==> src/rtl/approx_mult_err_monitor.sv <==
// approx_mult_err_monitor
//   Error-statistics stage for the 8x8 approximate recursive multipliers.
//   It accepts (a, b, y) samples, recomputes the exact product a*b, and over a
//   run of N_SAMPLES accepted samples accumulates the error count, the
//   saturating sum of absolute errors and the worst error with its operands.
// Ports
//   clk, rst        clock (rising edge), asynchronous active-high reset
//   start           1-cycle pulse: clears stats and begins a run (IDLE/DONE only)
//   in_valid        sample valid
//   in_ready        high while the monitor is in RUN
//   in_a, in_b      operands
//   in_y            approximate product under test
//   busy            RUN or DRAIN
//   done            DONE, held until the next start
//   sample_count    samples accepted this run
//   err_count       samples whose product was wrong
//   err_sum         saturating sum of |in_y - in_a*in_b|
//   max_err         largest absolute error seen
//   max_err_a/b     operands of the first sample that reached max_err
module approx_mult_err_monitor #(
  parameter int unsigned W         = 8,
  parameter int unsigned N_SAMPLES = 65536,
  parameter int unsigned CNT_W     = 17,
  parameter int unsigned SUM_W     = 32
) (
  input  logic               clk,
  input  logic               rst,
  input  logic               start,
  input  logic               in_valid,
  output logic               in_ready,
  input  logic [W-1:0]       in_a,
  input  logic [W-1:0]       in_b,
  input  logic [2*W-1:0]     in_y,
  output logic               busy,
  output logic               done,
  output logic [CNT_W-1:0]   sample_count,
  output logic [CNT_W-1:0]   err_count,
  output logic [SUM_W-1:0]   err_sum,
  output logic [2*W-1:0]     max_err,
  output logic [W-1:0]       max_err_a,
  output logic [W-1:0]       max_err_b
);

  localparam int unsigned PW    = 2 * W;
  // Accumulator is wide enough to hold err_sum + d without wrapping
  localparam int unsigned ACC_W = ((SUM_W > PW) ? SUM_W : PW) + 1;

  localparam logic [CNT_W-1:0] LAST_IDX  = CNT_W'(N_SAMPLES - 1);
  localparam logic [ACC_W-1:0] SUM_MAX   = ACC_W'({SUM_W{1'b1}});
  localparam logic [1:0]       DRAIN_END = 2'd2;

  typedef enum logic [1:0] {
    IDLE  = 2'd0,
    RUN   = 2'd1,
    DRAIN = 2'd2,
    DONE  = 2'd3
  } state_t;

  state_t     state_q, state_d;
  logic [1:0] drain_cnt_q, drain_cnt_d;

  logic       accept;
  logic       start_run;

  // Stage 1: captured sample and exact product
  logic           s1_valid;
  logic [W-1:0]   s1_a, s1_b;
  logic [PW-1:0]  s1_y, s1_exact;

  // Stage 2: absolute error
  logic           s2_valid;
  logic [W-1:0]   s2_a, s2_b;
  logic [PW-1:0]  s2_d;

  logic [ACC_W-1:0] sum_ext;
  logic [SUM_W-1:0] sum_sat;

  assign accept    = in_valid && (state_q == RUN);
  assign start_run = start && ((state_q == IDLE) || (state_q == DONE));

  // Status decoded straight from the state register
  assign in_ready = (state_q == RUN);
  assign busy     = (state_q == RUN) || (state_q == DRAIN);
  assign done     = (state_q == DONE);

  // State register
  always_ff @(posedge clk or posedge rst) begin
    if (rst) begin
      state_q     <= IDLE;
      drain_cnt_q <= 2'd0;
    end else begin
      state_q     <= state_d;
      drain_cnt_q <= drain_cnt_d;
    end
  end

  // Next-state logic; DRAIN lasts until the last sample has reached the stats
  always_comb begin
    state_d     = state_q;
    drain_cnt_d = drain_cnt_q;
    unique case (state_q)
      IDLE, DONE: begin
        if (start) begin
          state_d = RUN;
        end
      end
      RUN: begin
        if (accept && (sample_count == LAST_IDX)) begin
          state_d     = DRAIN;
          drain_cnt_d = 2'd0;
        end
      end
      DRAIN: begin
        if (drain_cnt_q == DRAIN_END) begin
          state_d = DONE;
        end else begin
          drain_cnt_d = drain_cnt_q + 2'd1;
        end
      end
      default: state_d = IDLE;
    endcase
  end

  // Stage 1 capture
  always_ff @(posedge clk or posedge rst) begin
    if (rst) begin
      s1_valid <= 1'b0;
      s1_a     <= '0;
      s1_b     <= '0;
      s1_y     <= '0;
      s1_exact <= '0;
    end else begin
      s1_valid <= accept;
      if (accept) begin
        s1_a     <= in_a;
        s1_b     <= in_b;
        s1_y     <= in_y;
        s1_exact <= PW'(in_a) * PW'(in_b);
      end
    end
  end

  // Stage 2 absolute difference, ordered so it never goes negative
  always_ff @(posedge clk or posedge rst) begin
    if (rst) begin
      s2_valid <= 1'b0;
      s2_a     <= '0;
      s2_b     <= '0;
      s2_d     <= '0;
    end else begin
      s2_valid <= s1_valid;
      if (s1_valid) begin
        s2_a <= s1_a;
        s2_b <= s1_b;
        s2_d <= (s1_y >= s1_exact) ? (s1_y - s1_exact) : (s1_exact - s1_y);
      end
    end
  end

  // Saturating add; once at the ceiling it stays there
  always_comb begin
    sum_ext = ACC_W'(err_sum) + ACC_W'(s2_d);
    sum_sat = (sum_ext > SUM_MAX) ? SUM_W'(SUM_MAX) : SUM_W'(sum_ext);
  end

  // Sample counter
  always_ff @(posedge clk or posedge rst) begin
    if (rst) begin
      sample_count <= '0;
    end else if (start_run) begin
      sample_count <= '0;
    end else if (accept) begin
      sample_count <= sample_count + CNT_W'(1);
    end
  end

  // Stage 3 statistics; strict compare keeps the earliest worst sample
  always_ff @(posedge clk or posedge rst) begin
    if (rst) begin
      err_count <= '0;
      err_sum   <= '0;
      max_err   <= '0;
      max_err_a <= '0;
      max_err_b <= '0;
    end else if (start_run) begin
      err_count <= '0;
      err_sum   <= '0;
      max_err   <= '0;
      max_err_a <= '0;
      max_err_b <= '0;
    end else if (s2_valid) begin
      if (s2_d != '0) begin
        err_count <= err_count + CNT_W'(1);
      end
      err_sum <= sum_sat;
      if (s2_d > max_err) begin
        max_err   <= s2_d;
        max_err_a <= s2_a;
        max_err_b <= s2_b;
      end
    end
  end

endmodule

==> config.mk <==
export PLATFORM = sky130hd
export DESIGN_NAME = approx_mult_err_monitor
export DESIGN_NICKNAME = d
export VERILOG_FILES = /design/src/rtl/approx_mult_err_monitor.sv
export SDC_FILE = /design/constraint.sdc
export NUM_CORES = 1
export LEC_CHECK = 0
export CORE_ASPECT_RATIO = 0.6
export CORE_MARGIN = 3
export CORE_UTILIZATION = 55
export DETAILED_ROUTE_END_ITERATION = 12
export PLACE_DENSITY = 0.75
export SLEW_MARGIN = 40
export SYNTH_ARGS = -nofsm -noshare
export SYNTH_HDL_FRONTEND = slang
export SYNTH_SLANG_ARGS = --single-unit
==> constraint.sdc <==
create_clock -name clk -period 16.7 [get_ports clk]
set_input_delay 2.505 -clock clk [delete_from_list [all_inputs] [get_ports clk]]
set_output_delay 2.505 -clock clk [all_outputs]
set_load 0.01 [all_outputs]
## Word-level counts from Yosys, hierarchy flattened

Cells that the tools add are included.

- Memories kept: 0
- Output and inout bits: 101
- Bits in read-only memories: 0
- Bits in latches: 0
- Bits in writable memories: 0
- Register bits: 184
- Bits of input ports: 36

- Reduce and logical (&&, ||, !) cells: 17
- Shift-type cells: 0
- Divide/modulo/power cells: 0
- Multiply operators: 1
- Bitwise operators: 0
- Add/sub/neg operators: 6
- Eq/ne operators: 9
- Multiplexer cells: 25
- Magnitude comparators: 3

Operators with widths:

| kind | number |
|---|---|
| $mux 32 | 3 |
| $mux 17 | 5 |
| $mux 16 | 4 |
| $mux 8 | 6 |
| $add 17x1->17 const B | 2 |
| $add 32x16->33 | 1 |
| $gt 33x32->1 const B | 1 |
| $sub 16x16->16 | 2 |
| $eq 17x16->1 const B | 1 |
| $ge 16x16->1 | 1 |
| $gt 16x16->1 | 1 |
| $mul 8x8->16 | 1 |
| $reduce_bool 16->1 | 1 |
| $mux 2 | 5 |
| $reduce_bool 2->1 | 5 |
| $eq 2x2->1 const B | 3 |
| $pmux 2 s3 | 1 |
| $reduce_and 3->1 | 2 |
| $ne 2x1->1 const B | 2 |
| $ne 2x2->1 const B | 2 |
| $pmux 2 s2 | 1 |
| $reduce_and 2->1 | 2 |
| $logic_and 1x1->1 | 3 |
| $add 2x1->2 const B | 1 |
| other kinds (4) | 5 |

## Depth between registers and ports, before layout

- Depth in word-level cells: 5
- Gate-level depth with buffers: 17

## Worst setup path before layout

No wires, ideal clock.

- Kind: input port to flip-flop
- Start point: input in_a[1]
- End point: register s1_exact[14]
- Data required time: 16.568 ns
- Arrival: 6.299 ns
- Setup time: 0.132 ns
- Slack: 10.269 ns
- Path buffers: 0
- Cell stages on the path: 15
- Cells stage by stage: and2_1 -> fa_1 -> fa_1 -> inv_1 -> fa_1 -> fa_1 -> inv_1 -> ha_1 -> nand2_1 -> o21ai_0 -> o41a_1 -> a41o_1 -> o41a_1 -> xnor2_1 -> o21ai_0

- Longest elaborated chain between the ends: 1

RTL lines:

| item | RTL line | text |
|---|---|---|
| start, declared | 31 | `input logic [W-1:0] in_a,` |
| $mul 8x8->16 | 138 | `s1_exact <= PW'(in_a) * PW'(in_b);` |
| end signal, assigned | 138 |  |
| end, declared | 68 | `logic [PW-1:0] s1_y, s1_exact;` |

No other way between the ends.
A chain may end at the register's enable or synchronous reset.

## Final worst setup path

Ends and elaborated chain as after synthesis.

==> summary.txt <==
Status
  • Status: completed

Finish
  • Fillcell total: 1879
  • Ant. Diodes: 0
  • Nets@finish: 1707
  • Layout cells sized above 1: 5.599%
  • Area growth, synth to finish: 16.87%
  • Area of the multi-input gates: 7466 um2
  • FF+latch area: 4604 um2

Floorplan
  • I/O pin cnt: 137
  • Die Area: 25180 um2
  • Row cnt: 42
  • Die width: 202.9 um
  • Initial core utilization: 57.00%
  • Core Region: 22440 um2
  • Die height: 124.1 um

Synth
  • Seq/Total Area, Yosys: 36.00%
  • Top post-synthesis cells by count: dfrtp_1, nand2_1, inv_1
  • Synth warn: 0
  • Post-synth cell types: 82
  • Yosys top cell area share: 36.00%
  • Synthesized area per cell: 9.026 um2
  • Post-synth EDFFs: 0
  • Most common cell in the netlist: dfrtp_1
  • Post-synth ARST share: 100.0%
  • Area leader, netlist: dfrtp_1
  • Net Count, Synth: 1599
  • Cell Area, Synth: 12790 um2
  • Synth area leaders: dfrtp_1, ha_1, fa_1, nand2_1, o21ai_0
  • Syn Inst Count: 1417
  • Synth Register Bits: 184
  • Main flop type after synthesis: dfrtp_1

Critical path
  • RR Startpoint: s2_d[0]$_DFFE_PP0P_
  • R2R depth: 10
  • Critical path fanouts, max: 9
  • Crit path required time: 17.00 ns
  • Critical path class: in -> reg
  • Reg2Reg Setup Slack: 13.41 ns
  • CP arrival: 7.17 ns
  • CP startpoint kind: input pin
  • Crit path capture type: flop
  • Reg-to-Reg End: err_sum[19]$_DFFE_PP0P_

STA
  • Final Hold Viols: 0
  • Clock Skew: 0.01068 ns
  • Slew headroom: 43.65%
  • Fmax: 0.1455 GHz
  • RSZ-0062 raised after global routing: false
  • Min Hold Slack: 0.4770 ns
  • Crit path time final: 6.872 ns
  • Slew at the pin with the worst max-slew slack: 0.8375 ns
  • Slew Limit Fails: 0
  • Ratio of final minimum period to clock period: 41.15%
  • Final setup violation count: 0
  • Setup TNS: 0 ns

Global routing
  • Initial antenna violation count: 0
  • First-pass GRT wire length: 53.94 mm
  • Largest net degree at the start of global routing: 117
  • Total grt overflow: 0
  • Number of global-route vias before repair: 10230
  • Total Routing Usage GR: 26.81%

CTS
  • Clock transition at the registers of the reported paths: 0.07 ns
  • Post-CTS Resized: 0
  • TritonCTS Buffers: 17
  • Number of setup buffers added after CTS: 0
  • Worst-skew pair later-pin latency: 0.44 ns
  • Hold Buf Count CTS: 0
  • CTS tree: built
  • Largest buffer count on any clock path: 2
  • CTS sink count: 184
  • Clock Tree Root: clkbuf_16
  • H-tree Lvls: 4

Detailed routing
  • Via/cell ratio: 5.849
  • Pre-antenna DRT Iters: 5
  • Final wirelength: 33.32 mm
  • First DRT Iteration DRCs: 952
  • Vias: 10790
  • Wire per inst: 18.07 um
  • ANT nets after route: 0
  • Drt drc: 0

Min path
  • Hold Path Class: reg -> reg
  • Hold Path Stages: 2
  • Hold Path Sink: s1_b[0]$_DFFE_PP0P_
  • Worst Hold Launch: s1_b[0]$_DFFE_PP0P_

Power
  • P per Cell Area: 170.0 nW/um2
  • Worst vdd ir: 0.09054 mV
  • Leakage power: 6.868 nW

Placement
  • GP Congestion: 0.9336
  • PortBufs: 136
  • HPWL Detailed: 24.45 mm

Job
  • Max-Cap Viols: 0
==> how the worst max path moves through the flow <==
stage / start / end / slack [ns] / cells after the start
floorplan: rst / drain_cnt_q[0]$_DFFE_PP0P_ / 9.19 / 1
global placement: in_b[4] / s1_exact[14]$_DFFE_PP0P_ / 9.48 / 16
detailed placement: in_b[4] / s1_exact[14]$_DFFE_PP0P_ / 9.40 / 16
CTS: in_b[4] / s1_exact[14]$_DFFE_PP0P_ / 9.85 / 16
global route: in_a[3] / s1_exact[14]$_DFFE_PP0P_ / 9.63 / 18
finish: in_a[1] / s1_exact[14]$_DFFE_PP0P_ / 9.83 / 16
==> worst max-delay path: stages <==
cell,delay (ns)
clkdlybuf4s50_1,0.55
and2_1,0.25
fa_1,0.45
fa_1,0.54
inv_1,0.05
fa_1,0.46
fa_1,0.54
inv_1,0.05
ha_1,0.35
nand2_1,0.09
o21ai_0,0.15
o41a_1,0.37
a41o_1,0.26
o41a_1,0.33
xnor2_1,0.14
o21ai_0,0.08
==> metal layers <==
metal	up-vias	GRT usage, %	part of all wire, %
li1	5132	-	-
met1	5269	41.56	50
met2	359	38.45	41
met3	26	6.059	7.1
met4	0	5.318	1.1
met5	-	0	0
==> kinds of logic (layout without fill, tap and decap cells) <==
group	after synthesis	after routing	synth area share, %
simple gates	478	478	17.87
compound gates	351	351	17.97
flops	184	184	36.00
buf+inv	182	301	5.850
fa+ha+maj	146	146	16.57
xor+xnor	48	48	3.287
mux	28	28	2.446
==> final cells by class <==
class                   count  area share [%]
well taps                 308           2.578
clock inverters             9          0.6111
clock buffers              21           3.148
flip-flops and latches    184           30.81
repair buffers            145           9.660
multi-input cells        1051           49.95
inverters                 126           3.248
==> sequential cells by signal, indices dropped and copies added, names as in the netlist, 16 cells and up <==
register / count
err_sum: 32
err_count: 17
sample_count: 17
max_err: 16
s1_exact: 16
s1_y: 16
s2_d: 16
==> stage by stage <==
stage | power [W] | cell area [um2] | utilization, % | std cells | worst slack, ns
2_1_floorplan | 0.001684 | 12790 | - | 1417 | 9.195
3_5_place_dp | 0.002123 | 14380 | 64.09 | 1814 | 9.396
3_3_place_gp | 0.002084 | 14350 | 63.94 | 1813 | 9.479
4_1_cts | 0.002533 | 14940 | 66.59 | 1844 | 9.845
5_1_grt | 0.002739 | 14950 | 66.61 | 1844 | 9.626
6_report | 0.002541 | 14950 | 66.61 | 1844 | 9.828
==> cell usage in the layout, fill, tap and decap left out, types with 39 or more instances in the layout <==
| cell | synthesis | final |
|---|---|---|
| nand2_1 | 179 | 178 |
| nor2_1 | 73 | 72 |
| ha_1 | 107 | 107 |
| o21ai_0 | 119 | 119 |
| and2_1 | 64 | 64 |
| dfrtp_1 | 184 | 184 |
| a21oi_1 | 75 | 75 |
| clkdlybuf4s50_1 | 0 | 136 |
| nand3_1 | 60 | 60 |
| fa_1 | 39 | 39 |
| inv_1 | 125 | 123 |
==> where the power goes <==
group	total (W)	internal (W)	switching (W)
registers	0.000731	0.000579	0.000152
logic	0.00141	0.000639	0.000774
clock network	0.000397	0.000217	0.000180
total	0.00254	0.00144	0.00111
Power figures use the tool's default switching activity.
==> RTL change (same settings) <==
The parameter `SUM_W` goes from 32 to 16.
--- a/src/rtl/approx_mult_err_monitor.sv
+++ b/src/rtl/approx_mult_err_monitor.sv
@@ -21,7 +21,7 @@
   parameter int unsigned W         = 8,
   parameter int unsigned N_SAMPLES = 65536,
   parameter int unsigned CNT_W     = 17,
-  parameter int unsigned SUM_W     = 32
+  parameter int unsigned SUM_W     = 16
 ) (
   input  logic               clk,
   input  logic               rst,
Interface: changed (resized err_sum); port bits go from 137 to 121. The function was not compared with the original's and may differ.
==> RTL change against the unedited design <==
- worst setup slack lost 170 ps
- final area decreased by 10%
- cell count fell by 10%
- sequential cell count fell by 16
- total power shrank 13%
- synthesized area down 10%
- clock skew about the same
- routed wire length fell by 16%
- critical path type unchanged
- largest power group unchanged
==> RTL change: results (changes against the unedited design) <==
metric;value;unit;change
Worst Setup EP;s1_exact[15]$_DFFE_PP0P_;;was s1_exact[14]$_DFFE_PP0P_
WP data arrival;7330;ps;was 7170 ps
GPL Wtd Cong;0.937;;was 0.934
FF-to-FF setup slack;13540;ps;was 13410 ps
Adder-Cell Fraction of Synth Area;0.185;;was 0.166
vias in the first global route;8928;;was 10.2k
top post-synthesis cells by count;nand2_1, dfrtp_1, inv_1;;was dfrtp_1, nand2_1, inv_1
worst r2r src;s1_exact[4]$_DFFE_PP0P_;;was s2_d[0]$_DFFE_PP0P_
run status;completed;;unchanged
r2r endpoint;s2_d[14]$_DFFE_PP0P_;;was err_sum[19]$_DFFE_PP0P_
met3 wire len;2370;µm;was 2360 µm
largest net degree at the start of global routing;105;;was 117
Worst VDD drop;92.6;µV;was 90.5 µV
register area share after synthesis;0.367;;was 0.360
first-pass GRT wire length;46400;µm;was 53900 µm
gr usage total;0.254;;was 0.268
Reg2Reg Depth;9;;was 10
post-synthesis xor/xnor area fraction;0.0413;;was 0.0329
hold_sp;s1_b[2]$_DFFE_PP0P_;;was s1_b[0]$_DFFE_PP0P_
Worst slew margin;0.495;;was 0.437
PortBufs;120;;was 136
WHS Endpoint;s1_b[2]$_DFFE_PP0P_;;was s1_b[0]$_DFFE_PP0P_
final setup margin;9660;ps;was 9830 ps
Leak;0.00637;µW;was 0.00687 µW
wire length on met2;11800;µm;was 13800 µm
CP max stage delay;610;ps;was 550 ps
post-synth cell types;65;;was 82
CP startpoint;in_b[3];;was in_a[1]
mux contribution to synthesized area;0.0269;;was 0.0245
via count;9279;;was 10.8k
grt met2 use;0.352;;was 0.384
post-synth net total;1453;;was 1599
DRT met1 WL;13600;µm;was 16800 µm
clk_skew;10.9;ps;was 10.7 ps
clock power share;0.177;;was 0.156
GR Util met1;0.400;;was 0.416
Psw;965;µW;was 1110 µW
Post-CTS Resized;0;;unchanged
synth top area cells;dfrtp_1, ha_1, fa_1;;unchanged
Wirelength per Cell;17.0;µm;was 18.1 µm
biggest regs;err_count (17), sample_count (17);;was err_sum (32), err_count (17), sample_count (17)
Post-DP HPWL;20800;µm;was 24500 µm
Gate power share;0.528;;was 0.556
share of cells above drive strength 1;0.0587;;was 0.0560
-- RTL change: cell count changes in the layout (fill, tap and decap cells not counted), sizes merged, moves of 11 or more --
cell / change
and2: -13
clkdlybuf4s50: -16
dfrtp: -16
inv: +11
nand3: -14
o21a: -14
o21ai: -17
-- RTL change: layout make-up --
type / count / area, µm²
sequential: 168 / 4200
timing repair buffer: 129 / 1270
clock inverter: 15 / 154
multi-input combinational: 922 / 6550
tap: 273 / 342
fill: 1662 / 6780
inverter: 130 / 495
clock buffer: 17 / 425
-- RTL change: through the flow --
| step | cell area (µm²) | instances | utilization | hold slack, ps | power, µW |
|---|---|---|---|---|---|
| floorplan | 11500 | 1271 | - | 352 | 1420 |
| global placement | 12800 | 1620 | 0.635 | 456 | 1740 |
| detailed placement | 12800 | 1622 | 0.635 | 460 | 1790 |
| CTS | 13400 | 1654 | 0.664 | 479 | 2190 |
| global route | 13400 | 1654 | 0.665 | 484 | 2380 |
| finish | 13400 | 1654 | 0.665 | 475 | 2200 |
